**src/rtl/pc_sequencer.sv**
```systemverilog
// MIPS fetch PC sequencer: sequential advance by 4 plus branch > jr > jump redirects.
// Define PC_DELAY_SLOT_EN to use the architectural delay slot instead of a flush pulse.
module pc_sequencer #(
  parameter logic [31:0] RESET_PC = 32'h0000_0000
) (
  input  logic        clk,
  input  logic        rst,
  input  logic        stall,
  input  logic        branch_en,
  input  logic [31:0] branch_addr,
  input  logic        jr_en,
  input  logic [31:0] jr_addr,
  input  logic        jump_en,
  input  logic [31:0] jump_addr,
  output logic [31:0] pc,
  output logic [31:0] pc_plus4,
  output logic        flush,
  output logic        addr_err,
  output logic        nest_err
);

  logic        req;
  logic [31:0] target;
  logic [31:0] aligned;
  logic        misaligned;

  always_comb begin
    req    = branch_en | jr_en | jump_en;
    target = jump_addr;
    if (branch_en)  target = branch_addr;
    else if (jr_en) target = jr_addr;
  end

  assign aligned    = {target[31:2], 2'b00};
  assign misaligned = |target[1:0];
  assign pc_plus4   = pc + 32'd4;

`ifdef PC_DELAY_SLOT_EN
  logic        pending;
  logic [31:0] pending_target;

  assign flush = 1'b0;

  always_ff @(posedge clk) begin
    if (rst) begin
      pc             <= RESET_PC;
      pending        <= 1'b0;
      pending_target <= 32'h0;
      addr_err       <= 1'b0;
      nest_err       <= 1'b0;
    end else begin
      addr_err <= 1'b0;
      nest_err <= 1'b0;
      if (!stall) begin
        if (pending) begin
          // Delay slot has been fetched; a request issued from it is dropped.
          pc       <= pending_target;
          pending  <= 1'b0;
          nest_err <= req;
        end else begin
          pc <= pc_plus4;
          if (req) begin
            pending        <= 1'b1;
            pending_target <= aligned;
            addr_err       <= misaligned;
          end
        end
      end
    end
  end
`else
  assign nest_err = 1'b0;

  always_ff @(posedge clk) begin
    if (rst) begin
      pc       <= RESET_PC;
      flush    <= 1'b0;
      addr_err <= 1'b0;
    end else begin
      flush    <= 1'b0;
      addr_err <= 1'b0;
      if (!stall) begin
        if (req) begin
          pc       <= aligned;
          flush    <= 1'b1;
          addr_err <= misaligned;
        end else begin
          pc <= pc_plus4;
        end
      end
    end
  end
`endif

endmodule

```
**config.mk**
```make
export PLATFORM = sky130hd
export DESIGN_NAME = pc_sequencer
export DESIGN_NICKNAME = d
export VERILOG_FILES = /design/src/rtl/pc_sequencer.sv
export SDC_FILE = /design/constraint.sdc
export NUM_CORES = 1
export LEC_CHECK = 0
export CORE_ASPECT_RATIO = 0.75
export CORE_MARGIN = 2
export CORE_UTILIZATION = 42
export DETAILED_ROUTE_END_ITERATION = 10
export PLACE_DENSITY = 0.88
export SLEW_MARGIN = 25
export SYNTH_ARGS = -nofsm -noshare
export SYNTH_HDL_FRONTEND = slang
export SYNTH_SLANG_ARGS = --single-unit
```
**constraint.sdc**
```tcl
create_clock -name clk -period 5 [get_ports clk]
set_clock_uncertainty 0.15 [all_clocks]
set_input_delay 1 -clock clk [delete_from_list [all_inputs] [get_ports clk]]
set_output_delay 1 -clock clk [all_outputs]
set_load 0.005 [all_outputs]
```
==> metrics.md <==
| Metric | Value |
|---|---|
| Result of the run | `finished clean` |
| Launch point of the worst reg-to-reg path | `pc[7]` |
| Delay-heaviest family, CP | `simple AND/OR/NAND/NOR gates` |
| Post-synthesis share of cell area spent on full adders, half adders and majority gates | `0.432%` |
| Die Width | `about 100 µm` |
| Post-CTS Setup Repair Bufs | `0` |
| Total half-perimeter wirelength after legalization and detailed placement | `7.91 mm` |
| Simple-gate portion of the synthesized area | `29.2%` |
| Fin. Hold Viols | `0` |
| Number of flip-flops and latches in the synthesized netlist | `32` |
| Average via count per standard cell | `5.96` |
| List of cells traversed by the critical path | `ha_1 > nand4_2 > or3_4 > nor3_1 > xor2_1 > clkdlybuf4s50_1` |
| Wire length of the first global-routing pass | `roughly 17 mm` |
| Antenna violations before repair | `0` |
| GRT Residual Overflow | `0` |
| Port-buffer cells | `163` |
| Htree depth | `2` |
| Pre-Repair DR Iteration Count | `5` |
| ANT cells | `0` |
| Async set-or-reset flop fraction in the synthesized netlist | `0%` |
| Post-layout instance count excluding filler cells | `just over 600` |
| Final number of max-transition violations | `0` |
| Maximum number of pins on one net before global-route repair | `53` |
| Crit path capture type | `output port` |
| 1st-iter DRT viols | `between 200 and 300` |
| Die Footprint | `~7600 µm²` |
| Clock tree root driver cell | `sky130_fd_sc_hd__clkbuf_8` |
| Largest buffer count on any clock path | `2` |
| Register-to-register setup slack | `2500 ps` |
| Number of global-route vias before repair | `3,506` |
| Endpoint of the worst hold path | `pc[22]` |
| Cell Pwr Density | `186 nW/µm²` |
| Slew of the pin with the lowest slew margin | `682 ps` |
| Main flop type after synthesis | `sky130_fd_sc_hd__dfxtp_1` |
| Largest family of logic cells by synthesized area | `compound AO/OA/AOI/OAI gates` |
| Maximum vdd ir drop | `112 µV` |
| Worst EP arrival | `2920 ps` |
| Layout-stage area growth over the synthesis result | `59.8%` |
| Terminus of the critical flop-to-flop path | `pc[25]` |
| Multiplexer share of the synthesized area | `0.345%` |
| Post-Route Setup TNS | `0 ps` |
| Total routed wirelength | `roughly 11 mm` |
| Remaining antenna violation count after routing | `0` |
| Worst slew margin | `between 50% and 60%` |
| Maximum fanout count along the critical path | `8` |
| Share of the synthesized area in the top cell type | `22.1%` |
| Clock slew seen by the registers of the worst setup and hold paths | `80 ps` |
| Peak clock frequency supported by timing | `roughly 250 MHz` |
| Max incr delay on CP | `530 ps` |
| Worst min-delay path category | `flop to flop` |
| Crit path buf inv count | `1` |
| Total leakage power | `1.63 nW` |
| Ports placed on the boundary | `169` |
| Post-synth EDFFs | `0` |
| Number of clock buffers inserted by TritonCTS | `5` |
| Endpoints failing setup | `0` |
| Final Critical Period | `4070 ps` |
| Critical path start-end classification | `flop to output port` |
| R2r worst-path depth | `5` |
| Number of cells on the worst hold path | `2` |
| Number of instances in the synthesized netlist | `between 300 and 400` |
| Number of violations of the max-capacitance limit | `0` |
| Skew-Pair Late Insertion Delay | `290 ps` |
| Total number of nets in the final design | `~640` |
| Total standard cell area after synthesis | `2900 µm²` |
| Core area | `6730 µm²` |
| Row cnt | `26` |
| Fraction of the yosys area taken by sequential cells | `22.1%` |
| Overall via count from detail_route | `3,679` |
| Data required time at the worst endpoint | `3850 ps` |
| Overall Global Routing Usage | `27.6%` |
| Complex-gate fraction of the synthesized area | `30.9%` |
| Number of unique standard cell types used by synthesis | `58` |
| PostCTS Resize Cnt | `0` |
| Cell accounting for the most synthesized area | `sky130_fd_sc_hd__dfxtp_1` |
| CTS tree | `done` |
| Cells after DPL | `609` |
| Starting density of the core | `between 40 and 50%` |
| Xor and xnor area share after synthesis | `8.46%` |
| Number of warnings reported in the yosys synthesis log | `0` |
| Total clock sinks | `32` |
| Final period utilization | `81.3%` |
| Top area cells in the synthesized netlist | `sky130_fd_sc_hd__dfxtp_1 22%, sky130_fd_sc_hd__a22oi_1 5.2%, sky130_fd_sc_hd__xnor2_1 5.1%` |
| Post-Synthesis Mean Instance Area | `7.30 µm²` |
| Critical path's slowest cell | `sky130_fd_sc_hd__clkdlybuf4s50_1` |
| Fraction of final layout cells sized beyond drive strength 1 | `6.19%` |
| Element type at the critical path start | `flop` |
| Die Y | `76.0 µm` |
| Post-layout utilization of the core | `68.8%` |
| Unrepaired setup endpoints after global routing | `no` |
| Worst hold start | `pc[22]` |
| RD Place Congestion | `0.864` |
| Drt wl/cell | `17.4 µm` |
| Number of buffers inserted by hold repair at cts | `0` |
| Residual DRC count | `0` |
-- sequential cells by signal (all words and copies together) (netlist names) --
| register | flops |
|---|---|
| pc | 30 |
| addr_err | 1 |
| flush | 1 |
-- worst min-delay path: stages, from the launching register on --
cell                      delay (ps)
sky130_fd_sc_hd__dfxtp_1         360
sky130_fd_sc_hd__inv_1            70
sky130_fd_sc_hd__o22ai_1          60
-- logic make-up after synthesis --
logic type,after synthesis
compound gates,132
mux,1
fa+ha+maj,1
other cells,1
xor+xnor,28
buf+inv,58
simple gates,144
flops,32
-- synthesized netlist by cell type (3+ instances only) --
master,n
sky130_fd_sc_hd__dfxtp_1,32
sky130_fd_sc_hd__nand2b_1,3
sky130_fd_sc_hd__or4_1,7
sky130_fd_sc_hd__o211ai_1,7
sky130_fd_sc_hd__nor4_1,5
sky130_fd_sc_hd__nor4_2,5
sky130_fd_sc_hd__nor3b_1,5
sky130_fd_sc_hd__clkbuf_1,33
sky130_fd_sc_hd__o21bai_1,3
sky130_fd_sc_hd__a21oi_1,22
sky130_fd_sc_hd__o32ai_1,8
sky130_fd_sc_hd__nand3b_1,5
sky130_fd_sc_hd__and4_1,3
sky130_fd_sc_hd__nor2_1,32
sky130_fd_sc_hd__nand4_2,3
sky130_fd_sc_hd__xnor2_1,17
sky130_fd_sc_hd__nor3_1,12
sky130_fd_sc_hd__nand4_1,7
sky130_fd_sc_hd__nand2_1,31
sky130_fd_sc_hd__a221oi_1,8
sky130_fd_sc_hd__nor2b_1,3
sky130_fd_sc_hd__o2bb2ai_1,4
sky130_fd_sc_hd__xor2_1,11
sky130_fd_sc_hd__a22oi_1,20
sky130_fd_sc_hd__a221o_1,6
sky130_fd_sc_hd__a31oi_1,9
sky130_fd_sc_hd__o22ai_1,3
sky130_fd_sc_hd__inv_1,13
sky130_fd_sc_hd__buf_4,5
sky130_fd_sc_hd__buf_2,5
sky130_fd_sc_hd__o21ai_0,29
sky130_fd_sc_hd__nand3_1,10
-- per-stage QoR --
| step | cell area, µm² | hold WS (ps) | power (mW) | worst slack [ps] |
|---|---|---|---|---|
| after floorplan | 2910 | 351 | 0.414 | 2020 |
| after global placement | 4500 | 361 | 0.580 | 1370 |
| after detailed placement | 4500 | 377 | 0.586 | 1290 |
| after CTS | 4630 | 388 | 0.861 | 969 |
| after global routing | 4630 | 424 | 0.899 | 751 |
| final | 4630 | 390 | 0.862 | 934 |
-- layout by cell type, fill, tap and decap left out, drive strengths merged, types with 8 or more instances in the layout --
| cell | n |
|---|---|
| dfxtp | 32 |
| nor4 | 11 |
| nand2 | 31 |
| a21oi | 22 |
| xor2 | 11 |
| nor2 | 32 |
| o21ai | 31 |
| nand3 | 12 |
| clkdlybuf4s50 | 162 |
| nand4 | 11 |
| o32ai | 8 |
| a221oi | 8 |
| nor3 | 12 |
| a22oi | 20 |
| inv | 13 |
| a31oi | 9 |
| xnor2 | 17 |
-- area by class of cell --
type | instances | area [µm²]
tap | 84 | 105
fill | 568 | 2100
inverter | 13 | 48.8
timing repair buffer | 169 | 1670
multi-input combinational | 311 | 2040
sequential | 32 | 641
clock inverter | 1 | 30.0
clock buffer | 7 | 96.3
-- report_power, final --
group	internal, mW	leakage [nW]	switching, mW
Combinational	0.172	1.30	0.105
Clock	0.176	0.0645	0.102
Sequential	0.272	0.264	0.0351
-- layer usage --
layer	global-route usage, %	routed length (µm)	vias up
met2	46.6	5200	195
met4	7.12	176	0
met1	35.6	4370	1712
met5	0	0	-
met3	6.09	998	18
li1	-	-	1754
-- worst max path at each step --
stage	startpoint	end	cells after the start	slack, ps
floorplan	pc[2]	pc_plus4[20]	6	2020
global placement	pc[2]	pc_plus4[30]	6	1370
detailed placement	pc[2]	pc_plus4[20]	6	1290
CTS	pc[2]	pc_plus4[20]	6	970
global route	pc[2]	pc_plus4[24]	6	750
finish	pc[2]	pc_plus4[24]	6	930
Note: power is estimated with default switching activity, not from simulation.
